### config.mk
export PLATFORM = sky130hd
export DESIGN_NAME = divider_top_flat
export DESIGN_NICKNAME = d
export VERILOG_FILES = /design/src/rtl/div_pkg.sv /design/src/rtl/div_if.sv /design/src/rtl/divider_dp.sv /design/src/rtl/divider_top.sv /design/src/flat_wrapper.sv
export SDC_FILE = /design/constraint.sdc
export NUM_CORES = 1
export LEC_CHECK = 0
export BUFFER_PORTS_ARGS = -buffer_cell sky130_fd_sc_hd__buf_2
export CORE_ASPECT_RATIO = 0.8
export CORE_MARGIN = 1
export CORE_UTILIZATION = 55
export CTS_CLUSTER_DIAMETER = 50
export DETAILED_ROUTE_END_ITERATION = 10
export GPL_TIMING_DRIVEN = 0
export HOLD_SLACK_MARGIN = 0.06
export MAX_ROUTING_LAYER = met4
export PLACE_DENSITY_LB_ADDON = 0.3
export SETUP_SLACK_MARGIN = 0.05
export SLEW_MARGIN = 15
export SYNTH_ARGS = -nofsm -noshare
export SYNTH_HDL_FRONTEND = slang
export SYNTH_SLANG_ARGS = --single-unit
export TNS_END_PERCENT = 10
### constraint.sdc
create_clock -name clk_i -period 4.8 [get_ports clk_i]
set_input_delay 0.72 -clock clk_i [delete_from_list [all_inputs] [get_ports clk_i]]
set_output_delay 0.72 -clock clk_i [all_outputs]
set_load 0.02 [all_outputs]
### src/rtl/div_pkg.sv
// Shared definitions for the iterative RV32M divide unit.
//   div_state_e : control FSM states
//   XLEN_DEF    : default operand/result width
//   DIV_LAT     : rising edges from the start edge (counted as the first) to the done pulse
package div_pkg;

  localparam int unsigned XLEN_DEF = 32;
  localparam int unsigned DIV_LAT  = XLEN_DEF + 3;

  typedef enum logic [2:0] {
    StIdle,
    StPrep,
    StIter,
    StFix,
    StDone
  } div_state_e;

endpackage

### src/rtl/div_if.sv
// Start/done request interface of the divide unit (same shape as the multiplier's).
//   div_en_i        : start request
//   op_A_i, op_B_i  : dividend, divisor
//   signed_i        : 1 = DIV/REM, 0 = DIVU/REMU
//   rem_i           : 1 = remainder, 0 = quotient
//   result_o        : registered result
//   done_o          : one-cycle completion pulse
// master modport is the requester (core or bench), slave modport is the divider.
interface div_if #(
  parameter int unsigned XLEN = div_pkg::XLEN_DEF
);
  logic            div_en_i;
  logic [XLEN-1:0] op_A_i;
  logic [XLEN-1:0] op_B_i;
  logic            signed_i;
  logic            rem_i;
  logic [XLEN-1:0] result_o;
  logic            done_o;

  modport master (
    output div_en_i, op_A_i, op_B_i, signed_i, rem_i,
    input  result_o, done_o
  );

  modport slave (
    input  div_en_i, op_A_i, op_B_i, signed_i, rem_i,
    output result_o, done_o
  );
endinterface

### src/rtl/divider_dp.sv
// Datapath of the divide unit: operand latches, magnitude/sign preparation, one restoring
// division step per cycle, and the sign / divide-by-zero fix-up into the result register.
//   clk_i, rst_i            : clock, async active-low reset
//   load_i                  : latch operands and op type
//   prep_i                  : form magnitudes, signs and div0 flag
//   step_i                  : one radix-2 restoring step
//   fix_i                   : apply fix-up and register the result
//   op_a_i, op_b_i          : dividend, divisor
//   signed_i, rem_i         : op type
//   result_o                : registered result
module divider_dp
  import div_pkg::*;
#(
  parameter int unsigned XLEN = XLEN_DEF
) (
  input  logic            clk_i,
  input  logic            rst_i,
  input  logic            load_i,
  input  logic            prep_i,
  input  logic            step_i,
  input  logic            fix_i,
  input  logic [XLEN-1:0] op_a_i,
  input  logic [XLEN-1:0] op_b_i,
  input  logic            signed_i,
  input  logic            rem_i,
  output logic [XLEN-1:0] result_o
);

  logic [XLEN-1:0] a_q, b_q, b_abs_q, q_q, r_q, result_q;
  logic            signed_q, rem_q, neg_q_q, neg_r_q, div0_q;

  logic [XLEN-1:0] a_abs, b_abs, q_fix, r_fix;
  logic [XLEN:0]   r_shift, r_sub;

  always_comb begin
    a_abs   = (signed_q && a_q[XLEN-1]) ? (~a_q + XLEN'(1)) : a_q;
    b_abs   = (signed_q && b_q[XLEN-1]) ? (~b_q + XLEN'(1)) : b_q;
    // Partial remainder is XLEN+1 bits so the compare/subtract cannot overflow.
    r_shift = {r_q, q_q[XLEN-1]};
    r_sub   = r_shift - {1'b0, b_abs_q};
    if (div0_q) begin
      q_fix = '1;
      r_fix = a_q;
    end else begin
      q_fix = neg_q_q ? (~q_q + XLEN'(1)) : q_q;
      r_fix = neg_r_q ? (~r_q + XLEN'(1)) : r_q;
    end
  end

  always_ff @(posedge clk_i or negedge rst_i) begin
    if (!rst_i) begin
      a_q      <= '0;
      b_q      <= '0;
      b_abs_q  <= '0;
      q_q      <= '0;
      r_q      <= '0;
      result_q <= '0;
      signed_q <= 1'b0;
      rem_q    <= 1'b0;
      neg_q_q  <= 1'b0;
      neg_r_q  <= 1'b0;
      div0_q   <= 1'b0;
    end else begin
      if (load_i) begin
        a_q      <= op_a_i;
        b_q      <= op_b_i;
        signed_q <= signed_i;
        rem_q    <= rem_i;
      end
      if (prep_i) begin
        q_q     <= a_abs;
        b_abs_q <= b_abs;
        r_q     <= '0;
        neg_q_q <= signed_q & (a_q[XLEN-1] ^ b_q[XLEN-1]);
        neg_r_q <= signed_q & a_q[XLEN-1];
        div0_q  <= (b_q == '0);
      end
      if (step_i) begin
        // No borrow out of the subtract means shifted R >= |B|.
        if (!r_sub[XLEN]) begin
          r_q <= r_sub[XLEN-1:0];
          q_q <= {q_q[XLEN-2:0], 1'b1};
        end else begin
          r_q <= r_shift[XLEN-1:0];
          q_q <= {q_q[XLEN-2:0], 1'b0};
        end
      end
      if (fix_i) begin
        result_q <= rem_q ? r_fix : q_fix;
      end
    end
  end

  assign result_o = result_q;

endmodule

### src/rtl/divider_top.sv
// Iterative RV32M divider (DIV/DIVU/REM/REMU) with a start/done handshake.
// Sequence: IDLE -> PREP -> ITER (XLEN steps) -> FIX -> DONE; a request seen in DONE
// restarts directly into PREP, so held requests complete every XLEN+3 cycles.
//   clk_i : clock, rising edge
//   rst_i : async active-low reset
//   bus   : div_if slave (request, operands, op type, result, done pulse)
module divider_top
  import div_pkg::*;
#(
  parameter int unsigned XLEN = XLEN_DEF
) (
  input logic clk_i,
  input logic rst_i,
  div_if.slave bus
);

  localparam int unsigned CntW = $clog2(XLEN);

  div_state_e      state_q;
  logic [CntW-1:0] cnt_q;
  logic            done_q;
  logic            start, prep, step, fix;

  // Requests are only honoured when idle or finishing; busy-time requests are dropped.
  assign start = bus.div_en_i && ((state_q == StIdle) || (state_q == StDone));
  assign prep  = (state_q == StPrep);
  assign step  = (state_q == StIter);
  assign fix   = (state_q == StFix);

  always_ff @(posedge clk_i or negedge rst_i) begin
    if (!rst_i) begin
      state_q <= StIdle;
      cnt_q   <= '0;
      done_q  <= 1'b0;
    end else begin
      done_q <= 1'b0;
      unique case (state_q)
        StIdle: if (start) state_q <= StPrep;
        StPrep: begin
          state_q <= StIter;
          cnt_q   <= '0;
        end
        StIter: begin
          cnt_q <= cnt_q + CntW'(1);
          if (cnt_q == CntW'(XLEN - 1)) state_q <= StFix;
        end
        StFix: begin
          state_q <= StDone;
          done_q  <= 1'b1;
        end
        StDone:  state_q <= start ? StPrep : StIdle;
        default: state_q <= StIdle;
      endcase
    end
  end

  assign bus.done_o = done_q;

  divider_dp #(
    .XLEN(XLEN)
  ) u_dp (
    .clk_i    (clk_i),
    .rst_i    (rst_i),
    .load_i   (start),
    .prep_i   (prep),
    .step_i   (step),
    .fix_i    (fix),
    .op_a_i   (bus.op_A_i),
    .op_b_i   (bus.op_B_i),
    .signed_i (bus.signed_i),
    .rem_i    (bus.rem_i),
    .result_o (bus.result_o)
  );

endmodule

### src/flat_wrapper.sv
// flat-port wrapper written by rule: the top's interface ports become plain ports
module divider_top_flat import div_pkg::*;
#(
  parameter int unsigned XLEN = XLEN_DEF
)
  (clk_i, rst_i, bus_div_en_i, bus_op_A_i, bus_op_B_i, bus_signed_i, bus_rem_i, bus_result_o, bus_done_o);
  div_if #(.XLEN(XLEN)) bus_i ();
  input logic clk_i;
  input logic rst_i;
  input wire logic [$bits(bus_i.div_en_i)-1:0] bus_div_en_i;
  input wire logic [$bits(bus_i.op_A_i)-1:0] bus_op_A_i;
  input wire logic [$bits(bus_i.op_B_i)-1:0] bus_op_B_i;
  input wire logic [$bits(bus_i.signed_i)-1:0] bus_signed_i;
  input wire logic [$bits(bus_i.rem_i)-1:0] bus_rem_i;
  output wire logic [$bits(bus_i.result_o)-1:0] bus_result_o;
  output wire logic [$bits(bus_i.done_o)-1:0] bus_done_o;
  assign bus_i.div_en_i = bus_div_en_i;
  assign bus_i.op_A_i = bus_op_A_i;
  assign bus_i.op_B_i = bus_op_B_i;
  assign bus_i.signed_i = bus_signed_i;
  assign bus_i.rem_i = bus_rem_i;
  assign bus_result_o = bus_i.result_o;
  assign bus_done_o = bus_i.done_o;
  divider_top #(.XLEN(XLEN)) u_core (.clk_i(clk_i), .rst_i(rst_i), .bus(bus_i));
endmodule
# Word level (Yosys, flattened, before mapping)

Cells that the tools add are included.

Register bits after elaboration: 206
Input port bits: 69
Output and inout port bits: 33
Word-level logic and storage cells: 61

Add/sub/neg operators: 6
Equal/unequal tests: 7
Muxes and demuxes: 19
Bitwise gates (word level): 7
Reductions and logical operators: 8

Operators with widths:

| cell                                                   | count |
|---|---|
| two-way mux 32 bit                                     | 12 |
| adder 32 x 1 -> 32 bit (second input constant)         | 4 |
| inverter 32 bit                                        | 4 |
| subtractor 33 x 32 -> 33 bit                           | 1 |
| zero test 32 bit                                       | 1 |
| one-hot mux 3 bit (5 select lines)                     | 1 |
| one-hot mux 5 bit (2 select lines)                     | 1 |
| equality test 3 x 2 -> 1 bit (second input constant)   | 2 |
| two-way mux 3 bit                                      | 2 |
| adder 5 x 1 -> 5 bit (second input constant)           | 1 |
| equality test 5 bit (second input constant)            | 1 |
| equality test 3 x 1 -> 1 bit (second input constant)   | 1 |
| equality test 3 bit (second input constant)            | 1 |
| logical AND 1 bit                                      | 3 |
| zero test 3 bit                                        | 1 |
| two-way mux 1 bit                                      | 3 |
| AND 1 bit                                              | 2 |
| inequality test 2 x 1 -> 1 bit (second input constant) | 1 |
| inequality test 2 bit (second input constant)          | 1 |
| AND reduction 2 bit                                    | 1 |
| nonzero test 2 bit                                     | 1 |
| logical OR 1 bit                                       | 1 |
| XOR 1 bit                                              | 1 |

# Logic depth before layout (Yosys ltp)

Gate-level depths: netlist of run 1.

Word-level depth: 5
Gate-level depth with buffers: 14

# Modules after synthesis

A second synthesis of run 1 with hierarchy kept.

Cell total of the unflattened synthesis: 1527
Area, all modules: 13357.8 um^2

By module, submodules not included:

| module      | times used | cells an instance | area an instance (um^2) | seq. area each (um^2) |
|---|---|---|---|---|
| divider_dp  | 1          | 1490              | 12912.4                 | 4929.7 |
| divider_top | 1          | 37                | 445.4                   | 225.2 |

# Worst setup path after synthesis of run 1

Ideal clock, no wire load.

Kind: reg2reg
From: register u_core.u_dp.r_q[24]
To: register u_core.u_dp.r_q[9]
Arrival: 3.032 ns
Path slack: 1.635 ns
Cell stages (with the launch flop): 13
Buffers on the path: 3
Clock period less this slack: 3.165 ns
Cells stage by stage: dfrtp_1 ha_1 clkbuf_1 a21o_1 a21o_1 a21oi_1 or3b_2 a2111o_1 o211ai_1 buf_2 buf_2 mux2i_1 o21ai_0

Word-level cells in the longest chain between the ends: 3

Ends and longest elaborated chain:

| item                         | line             | source |
|---|---|---|
| start, declared              | divider_dp.sv:29 | `logic [XLEN-1:0] a_q, b_q, b_abs_q, q_q, r_q, result_q;` |
| start signal, assigned       | divider_dp.sv:81 | `r_q <= r_sub[XLEN-1:0];` |
| start signal, assigned       | divider_dp.sv:84 | `r_q <= r_shift[XLEN-1:0];` |
| subtractor 33 x 32 -> 33 bit | divider_dp.sv:40 | `r_sub = r_shift - {1'b0, b_abs_q};` |
| two-way mux 32 bit           | divider_dp.sv:80 | `if (!r_sub[XLEN]) begin` |
| two-way mux 32 bit           | divider_dp.sv:78 | `if (step_i) begin` |

No other way between the ends.
A chain may end at the register's enable or synchronous reset.

# Worst setup path in the final report of run 1

From: register u_core.u_dp.r_q[24]
To: register u_core.u_dp.r_q[27]

Same word-level chain as after synthesis.

==> impl_summary.txt, run 1 <==
----------------------------------------------------
[Run status]
  Status ... finished clean

[Synthesis]
  Most instantiated library cell after synthesis ... sky130_fd_sc_hd__dfrtp_1
  Share of synthesized cell area in and, or, nand and nor gates ... a little over an eighth
  Most used flip-flop cell after synthesis ... sky130_fd_sc_hd__dfrtp_1
  Post-synthesis compound-gate area fraction ... a little over a fifth
  Post-synth design cell area ... ~13000 µm²
  Sequential-to-total area share from yosys stat ... about two fifths
  Xor and xnor fraction of the mapped netlist area ... 9.88%
  Post-Synthesis Net Count ... between 1500 and 2000
  Post-synthesis cell type with the largest combined area ... sky130_fd_sc_hd__dfrtp_1
  Dominant combinational cell family by area after synthesis ... compound AO/OA/AOI/OAI gates
  Number of storage elements in the synthesis netlist ... ~210
  Number of flops mapped to enable cells by yosys ... 0
  Warning count from the yosys run ... 0
  Post-synth top area share ... 40.4%
  Per-instance average area after synthesis ... between 9 and 10 µm²
  Top cells by area in the synthesized netlist ... sky130_fd_sc_hd__dfrtp_1, sky130_fd_sc_hd__o21ai_0, sky130_fd_sc_hd__mux2_2
  Synthesized-area fraction occupied by adder cells ... 3.88%
  Share of synthesized registers carrying an async set or reset ... 100%
  Number of instances in the synthesized netlist ... about 1400
  Number of different library cells in the post-synthesis netlist ... 65
  Portion of netlist area occupied by mux cells ... about 7.3%
  Leading post-synthesis cells by instance count ... sky130_fd_sc_hd__dfrtp_1, sky130_fd_sc_hd__o21ai_0, sky130_fd_sc_hd__nand2_1

[Cells and area]
  Area of the multi-input gates ... ~7100 µm²
  Total area of sequential cells ... approximately 5200 µm²
  Fin area ... 14600 µm²
  Final #Nets ... approximately 1600
  Fraction of layout instances using a drive strength above 1 ... 14.8%
  Layout overhead on the synthesized area ... 14.7%
  Diode insertion count for antenna repair ... 0
  Number of fillers in the final layout ... about 1900

[Setup path]
  Sort of element at the start of the critical path ... flop
  Delay contributed by the slowest stage of the critical path ... approximately 0.6 ns
  Most used cell, CP ... sky130_fd_sc_hd__a21o_1
  Worst reg2reg path depth ... 12
  Kind of critical path ... reg -> reg
  Setup crit end kind ... flop
  Top fanout value on the critical path ... 10
  Worst-path cell chain ... ha_1 -> clkbuf_1 -> a21o_1 -> a21o_1 -> a21oi_1 -> or3b_2 -> a2111o_1 -> o211ai_1 -> buf_2 -> buf_1 -> a32oi_1 -> o31ai_1
  Slowest stage cell on the critical path ... sky130_fd_sc_hd__dfrtp_1
  Source of the worst register-to-register timing path ... u_core.u_dp.r_q[24]$_DFFE_PN0P_
  Required time at the endpoint of the critical path ... 5.23 ns
  Start point of the critical path ... u_core.u_dp.r_q[24]$_DFFE_PN0P_
  Worst EP arrival ... approximately 4.4 ns

[Clock tree]
  Number of H-tree levels ... 1
  Clock Tree Buf Depth ... 3
  CTS sink count ... around 210
  Number of buffers added for setup after CTS ... 0
  Clock transition at path regs ... roughly 0.060 ns
  CTS tree ... built
  Number of gates resized after CTS ... 0
  Insertion delay to the later sink of the worst-skew pair ... 0.55 ns
  Clock root buffer ... sky130_fd_sc_hd__clkbuf_16
  Number of buffers added by the clock tree synthesis step ... 26
  CTS Hold Buffers Added ... 0

[Detailed routing]
  Routed vias ... roughly 12000
  DRC errors left ... 0
  DRT Pass-1 Iters ... 6
  Avg WL per Cell ... between 15 and 20 µm
  Final wirelength ... 37200 µm
  Number of nets with antenna violations after detailed routing ... 0
  Via count normalized by instance count ... roughly 6.2
  Count of routing violations after the opening detailed-route iteration ... around 1300

[Job]
  Number of max-cap violations ... 0

[Pwr]
  Sw Ratio ... between 40% and 50%
  P_int ... about 6.5 mW
  Switching power of the nets ... ~5.8 mW
  Combinational power share ... 54.1%
  Proportion of power drawn by the clock network ... between 10% and 20%
  Worst supply voltage drop on vdd ... a little under 500 µV
  Leakage power ... about 6.4 nW
  Reg power frac ... 28.9%
  Ratio of total power to cell area ... 837 nW/µm²

[Floorplanning]
  Area inside the core boundary ... 22600 µm²
  Die Y ... approximately 140 µm
  Chip width ... ~170 µm
  Initial core utilization ... a little under three fifths
  Die Outline Area ... around 24000 µm²
  IO Count ... between 100 and 150
  Site Rows ... 49

[Timing]
  Post-Route Hold Slack ... 0.0678 ns
  Remaining max-slew budget at the tightest pin ... between 30% and 40%
  Final setup vio count ... 0
  Final slew viol count ... 0
  Final cycle utilization of the critical path ... 83.1%
  Final worst path period need ... about 4.0 ns
  Count of endpoints failing hold in the final timing report ... 0
  Maximum clock rate ... between 200 and 300 MHz
  Worst clock skew on the final layout ... roughly 0.019 ns
  Setup TNS after final layout ... 0 ns
  Unrepaired setup endpoints after global routing ... false
  Transition at the pin with the smallest max-transition slack ... 0.933 ns

[Placement]
  Final RePlAce weighted congestion ... around 0.96
  Area post-placement ... ~14000 µm²
  Final HPWL from detailed placement ... around 28000 µm
  Number of input and output port buffers inserted ... roughly 100

[GRT]
  Gr ovfl total ... 0
  Maximum number of pins on one net before global-route repair ... 93
  Tot GR Track Use ... 33.0%
  Wire length of the first global-routing pass ... a little under 60000 µm
  Number of antenna violations at the first check in global routing ... 0
  Vias in the first global route ... 10900

[Worst hold path]
  Class of the most critical hold timing path ... in -> async

----------------------------------------------------
## per-stage QoR
step	instances	util, %	setup WS, ns	total power [mW]
4_1_cts	1862	64.7	0.910	12.1
3_3_place_gp	1813	60.3	-0.530	9.83
6_report	1862	64.7	0.810	12.3
3_5_place_dp	1815	60.6	0.941	9.99
5_1_grt	1862	64.7	0.626	13.1
2_1_floorplan	1406	-	1.64	8.13
## kinds of logic (layout without fill, tap and decap cells)
group / after synthesis / in the layout
adder cells (fa/ha/maj): 39 / 39
XOR/XNOR: 144 / 144
AO/OA/AOI/OAI: 439 / 439
flip-flops: 206 / 206
buffers and inverters: 129 / 279
AND/OR/NAND/NOR: 363 / 363
multiplexers: 86 / 86
## area by class of cell
type	instances	area share (%)
Tap cell	306	2.62
Inverter	52	1.33
Clock inverter	15	1.37
Multi-Input combinational cell	1071	48.6
Buffer	77	2.01
Sequential cell	206	35.2
Timing Repair Buffer	103	3.90
Clock buffer	32	4.94
## routing by layer
metal  track usage (%)  wire (µm)  vias to the layer above
li1                  -          -                     5323
met4              8.24        830                        0
met3              7.79       3500                       69
met2              45.3      15800                      529
met5                 -          0                        -
met1              48.6      17100                     5641
## placed cells by master (no fill, tap or decap), drive strengths merged, types with 7 or more instances in the layout
cell    instances
dfrtp         206
o21ai         181
nand2         152
buf           116
clkbuf         96
nor2           82
a21oi          80
xnor2          73
xor2           71
mux2           59
inv            55
ha             38
a22oi          30
o31ai          28
a21o           27
mux2i          27
o22ai          24
nor3           19
nand3          19
or4            18
o41ai          15
or3            13
nand4          10
nand2b          9
a211oi          9
nor4            9
and3            8
a31oi           8
nor2b           7
clkinv          7
## sequential cells by signal (all words and copies together), names as in the netlist
name and count:
u_core.u_dp.a_q 32, u_core.u_dp.b_abs_q 32, u_core.u_dp.b_q 32, u_core.u_dp.q_q 32
u_core.u_dp.r_q 32, u_core.u_dp.result_o 32, u_core.cnt_q 5, u_core.state_q 3
u_core.bus.done_o 1, u_core.u_dp.div0_q 1, u_core.u_dp.neg_q_q 1, u_core.u_dp.neg_r_q 1
u_core.u_dp.rem_q 1, u_core.u_dp.signed_q 1
## worst paths after layout
kind	to	slack, ns
min	u_core.u_dp.b_q[2]$_DFFE_PN0P_	0.07
min in group clk_i	u_core.u_dp.a_q[5]$_DFFE_PN0P_	0.38
max in group asynchronous	u_core.u_dp.a_q[22]$_DFFE_PN0P_	3.59
max	u_core.u_dp.r_q[27]$_DFFE_PN0P_	0.81
min reg2reg	u_core.u_dp.result_o[25]$_DFFE_PN0P_	0.48
max reg2reg	u_core.u_dp.r_q[27]$_DFFE_PN0P_	0.81
## power by group through the flow
stage	registers [mW]	logic [mW]	clock network [mW]
after floorplan	3.39	4.74	0
after global placement	3.49	6.33	0
after detailed placement	3.52	6.47	0
after CTS	3.50	6.52	2.11
after global routing	3.64	7.32	2.17
final	3.54	6.63	2.09
## critical path, delay by kind of cell, from the launching register on
family / cells / cell delay, ns
flops: 1 / 0.60
compound gates: 7 / 1.46
simple gates: 1 / 0.47
buf+inv: 3 / 1.04
fa+ha+maj: 1 / 0.31
Power figures use the tool's default switching activity.
==> inputs of run 2 (changes only) <==
Settings changed: ABC_AREA set to 1.
Clock period 4.8 ns to 4.1 ns, I/O delays scaled along.
==> impl_summary.txt, run 2 <==
----------------------------------------------------
[Placement]
  Final RePlAce weighted congestion ... 1.03 (was 0.960)
  Number of input and output port buffers inserted ... 101 (unchanged)
  Worst Setup Slack post-DPL ... 1.45 ns (was 0.941 ns)
  Area post-placement ... 16000 µm² (was 13700 µm²)
  Final HPWL from detailed placement ... 43100 µm (was 27500 µm)
  Placed Cells incl. Taps ... 2796 (was 1815)

[Synthesis]
  Share of synthesized registers carrying an async set or reset ... 100% (unchanged)
  Post-synth top area share ... 34.3% (was 40.4%)
  Sequential-to-total area share from yosys stat ... 34.3% (was 40.4%)
  Post-synthesis cell type with the largest combined area ... sky130_fd_sc_hd__dfrtp_1 (unchanged)
  Warning count from the yosys run ... 0 (unchanged)
  Post-synth design cell area ... 15000 µm² (was 12800 µm²)
  Number of instances in the synthesized netlist ... 2336 (was 1406)
  Post-Synthesis Net Count ... 2444 (was 1514)
  Top cells by area in the synthesized netlist ... sky130_fd_sc_hd__dfrtp_1, sky130_fd_sc_hd__nand2_1, sky130_fd_sc_hd__nand3_1 (was sky130_fd_sc_hd__dfrtp_1, sky130_fd_sc_hd__o21ai_0, sky130_fd_sc_hd__mux2_2)
  Number of storage elements in the synthesis netlist ... 206 (unchanged)
  Leading post-synthesis cells by instance count ... sky130_fd_sc_hd__nand2_1, sky130_fd_sc_hd__inv_1, sky130_fd_sc_hd__nor2_1 (was sky130_fd_sc_hd__dfrtp_1, sky130_fd_sc_hd__o21ai_0, sky130_fd_sc_hd__nand2_1)
  Most used flip-flop cell after synthesis ... sky130_fd_sc_hd__dfrtp_1 (unchanged)
  Per-instance average area after synthesis ... 6.43 µm² (was 9.08 µm²)
  Number of flops mapped to enable cells by yosys ... 0 (unchanged)
  Most instantiated library cell after synthesis ... sky130_fd_sc_hd__nand2_1 (was sky130_fd_sc_hd__dfrtp_1)
  Number of different library cells in the post-synthesis netlist ... 47 (was 65)

[Cells and area]
  Commonest cells after routing, fill and taps aside ... sky130_fd_sc_hd__nand2_1, sky130_fd_sc_hd__inv_1, sky130_fd_sc_hd__nor2_1, sky130_fd_sc_hd__nand3_1, sky130_fd_sc_hd__dfrtp_1 (was sky130_fd_sc_hd__dfrtp_1, sky130_fd_sc_hd__o21ai_0, sky130_fd_sc_hd__nand2_1, sky130_fd_sc_hd__buf_2, sky130_fd_sc_hd__nor2_1)
  Layout overhead on the synthesized area ... 12.5% (was 14.7%)
  Final #Nets ... 2575 (was 1645)
  Most common cell after layout, fill and taps aside ... sky130_fd_sc_hd__nand2_1 (was sky130_fd_sc_hd__dfrtp_1)
  Final instance count without filler cells ... 2843 (was 1862)
  Fin area ... 16900 µm² (was 14600 µm²)
  Fraction of layout instances using a drive strength above 1 ... 8.01% (was 14.8%)

[GRT]
  Gr ovfl total ... 0 (unchanged)
  Tot GR Track Use ... 40.3% (was 33.0%)
  Number of antenna violations at the first check in global routing ... 2 (was 0)
  Vias in the first global route ... 14800 (was 10900)
  Maximum number of pins on one net before global-route repair ... 94 (was 93)
  Wire length of the first global-routing pass ... 83800 µm (was 59600 µm)

[Clock tree]
  Number of H-tree levels ... 1 (unchanged)
  Number of buffers added by the clock tree synthesis step ... 25 (was 26)
  Number of buffers added for setup after CTS ... 0 (unchanged)
  Clock transition at path regs ... 0.06 ns (about the same)
  Number of gates resized after CTS ... 0 (unchanged)
  CTS Hold Buffers Added ... 1 (was 0)
  Clock Tree Buf Depth ... 3 (unchanged)
  Insertion delay to the later sink of the worst-skew pair ... 0.56 ns (was 0.55 ns)
  CTS tree ... built (unchanged)
  Clock root buffer ... sky130_fd_sc_hd__clkbuf_16 (unchanged)
  CTS sink count ... 206 (unchanged)

[Setup path]
  Kind of critical path ... reg -> reg (unchanged)
  Worst-path cell chain ... inv_1 -> ha_1 -> fa_1 -> inv_1 -> nand2_1 -> nand2_1 -> nand3_1 -> nand2_2 -> nand2_2 -> nand2_2 -> nand2_4 -> nand3_4 -> buf_2 -> nand3_1 -> nand3_1 -> nand2_1 (was ha_1 -> clkbuf_1 -> a21o_1 -> a21o_1 -> a21oi_1 -> or3b_2 -> a2111o_1 -> o211ai_1 -> buf_2 -> buf_1 -> a32oi_1 -> o31ai_1)
  CP delay by family, top ... simple AND/OR/NAND/NOR gates (was compound AO/OA/AOI/OAI gates)
  Required time at the endpoint of the critical path ... 4.53 ns (was 5.23 ns)
  Setup crit end kind ... flop (unchanged)
  Sort of element at the start of the critical path ... flop (unchanged)
  Delay contributed by the slowest stage of the critical path ... 0.41 ns (was 0.60 ns)
  Number of buffer and inverter instances along the worst setup path ... 3 (unchanged)
  Slowest stage cell on the critical path ... sky130_fd_sc_hd__fa_1 (was sky130_fd_sc_hd__dfrtp_1)
  Top fanout value on the critical path ... 10 (unchanged)
  Worst EP arrival ... 3.14 ns (was 4.42 ns)

[Detailed routing]
  DRT Pass-1 Iters ... 6 (unchanged)
  Avg WL per Cell ... 19.2 µm (was 20.0 µm)
  Final wirelength ... 54700 µm (was 37200 µm)
  Via count normalized by instance count ... 5.77 (was 6.21)
  DRC errors left ... 0 (unchanged)
  Routed vias ... 16400 (was 11600)
  Number of nets with antenna violations after detailed routing ... 0 (unchanged)
  Count of routing violations after the opening detailed-route iteration ... 2024 (was 1349)

[Worst hold path]
  Class of the most critical hold timing path ... in -> reg (was in -> async)

[Pwr]
  Ratio of total power to cell area ... 803 nW/µm² (was 837 nW/µm²)
  Worst supply voltage drop on vdd ... 459 µV (was 493 µV)
  Leakage power ... 9.17 nW (was 6.45 nW)

[Timing]
  Final cycle utilization of the critical path ... 66.0% (was 83.1%)
  Worst path setup slack after routing ... 1.39 ns (was 0.810 ns)
  Transition at the pin with the smallest max-transition slack ... 0.955 ns (was 0.933 ns)
  Post-Route Hold Slack ... 0.282 ns (was 0.0678 ns)
  Final slew viol count ... 0 (unchanged)
  Final setup vio count ... 0 (unchanged)
  Final worst path period need ... 2.71 ns (was 3.99 ns)
  Maximum clock rate ... 370 MHz (was 251 MHz)
  Remaining max-slew budget at the tightest pin ... 36.4% (was 37.2%)
  Unrepaired setup endpoints after global routing ... false (unchanged)
  Worst clock skew on the final layout ... 0.0134 ns (was 0.0188 ns)
  Count of endpoints failing hold in the final timing report ... 0 (unchanged)
  Setup TNS after final layout ... 0 ns (unchanged)

[Floorplanning]
  Area inside the core boundary ... 26500 µm² (was 22600 µm²)
  IO Count ... 102 (unchanged)
  Chip width ... 187 µm (was 172 µm)
  Die Outline Area ... 28000 µm² (was 23800 µm²)
  Initial core utilization ... 56.7% (was 56.4%)
  Die Y ... 150 µm (was 138 µm)
  Site Rows ... 53 (was 49)

[Job]
  Number of max-cap violations ... 0 (unchanged)

[Run status]
  Status ... finished clean (unchanged)

----------------------------------------------------
==> run 2: cell types whose count changed in the layout (fill, tap and decap cells not counted), moves of 23 or more <==
cell,previous run,this run
sky130_fd_sc_hd__nand2_1,152,724
sky130_fd_sc_hd__inv_1,51,297
sky130_fd_sc_hd__nand3_1,19,226
sky130_fd_sc_hd__nor2_1,81,260
sky130_fd_sc_hd__xnor2_1,73,8
sky130_fd_sc_hd__a21oi_1,80,144
sky130_fd_sc_hd__o21ai_0,179,115
sky130_fd_sc_hd__mux2_2,59,10
sky130_fd_sc_hd__xor2_1,71,39
sky130_fd_sc_hd__a22oi_1,30,1
sky130_fd_sc_hd__mux2i_1,27,0
sky130_fd_sc_hd__a21o_1,27,2
sky130_fd_sc_hd__o31ai_1,27,4
==> run 2: cell families (layout without fill, tap and decap cells) <==
group,after synthesis,count (layout),share of synthesized area [%]
buf+inv,386,534,9.90
xor+xnor,47,47,2.74
mux,10,10,0.749
compound gates,333,333,12.4
fa+ha+maj,39,39,3.30
flops,206,206,34.3
simple gates,1315,1315,36.6
other cells,0,2,0
==> run 2: final cells by class <==
type / count / area (µm²)
clock inverters: 11 / 164
plain buffers: 81 / 343
multi-input cells: 1744 / 8390
clock buffers: 33 / 686
repair buffers: 104 / 581
flip-flops and latches: 206 / 5150
diodes: 2 / 5.00
inverters: 305 / 1140
well taps: 357 / 447
fillers: 2527 / 9610
==> run 2: worst reg2reg max path: stages, from the launching register on <==
cell and delay (ns):
sky130_fd_sc_hd__dfrtp_1 0.36, sky130_fd_sc_hd__inv_1 0.16, sky130_fd_sc_hd__ha_1 0.26, sky130_fd_sc_hd__fa_1 0.41
sky130_fd_sc_hd__inv_1 0.10, sky130_fd_sc_hd__nand2_1 0.05, sky130_fd_sc_hd__nand2_1 0.08, sky130_fd_sc_hd__nand3_1 0.10
sky130_fd_sc_hd__nand2_2 0.13, sky130_fd_sc_hd__nand2_2 0.07, sky130_fd_sc_hd__nand2_2 0.08, sky130_fd_sc_hd__nand2_4 0.08
sky130_fd_sc_hd__nand3_4 0.16, sky130_fd_sc_hd__buf_2 0.25, sky130_fd_sc_hd__nand3_1 0.12, sky130_fd_sc_hd__nand3_1 0.10
sky130_fd_sc_hd__nand2_1 0.07
==> run 2: metrics by stage <==
step	power, mW	util [%]
3_5_place_dp	10.9	60.5
3_3_place_gp	10.7	60.3
5_1_grt	14.4	63.8
4_1_cts	13.2	63.7
2_1_floorplan	8.37	-
6_report	13.6	63.8
==> run 2: path summary, 6_finish.rpt <==
kind	from	end	slack [ns]	depth (start not counted)
worst min-delay path	bus_signed_i	u_core.u_dp.signed_q$_DFFE_PN0P_	0.28	2
max in group asynchronous	rst_i	u_core.u_dp.q_q[10]$_DFFE_PN0P_	2.41	4
worst max register to register	u_core.u_dp.q_q[31]$_DFFE_PN0P_	u_core.u_dp.r_q[26]$_DFFE_PN0P_	1.39	16
min in group asynchronous	rst_i	u_core.u_dp.b_abs_q[12]$_DFFE_PN0P_	0.56	2
worst max-delay path	u_core.u_dp.q_q[31]$_DFFE_PN0P_	u_core.u_dp.r_q[26]$_DFFE_PN0P_	1.39	16
worst min register to register	u_core.cnt_q[3]$_DFFE_PN0P_	u_core.cnt_q[3]$_DFFE_PN0P_	0.47	1
==> run 2: routing by layer <==
metal	part of all wire, %	GRT usage [%]
met1	45	58.7
met2	40	54.5
met4	2.6	10.8
met5	0	-
met3	13	10.7
==> run 2: report_power, final <==
part           leakage, nW  switching [mW]  internal [mW]
clock network        0.417           0.941           1.38
registers             2.50           0.891           2.89
logic                 6.26            5.28           2.19
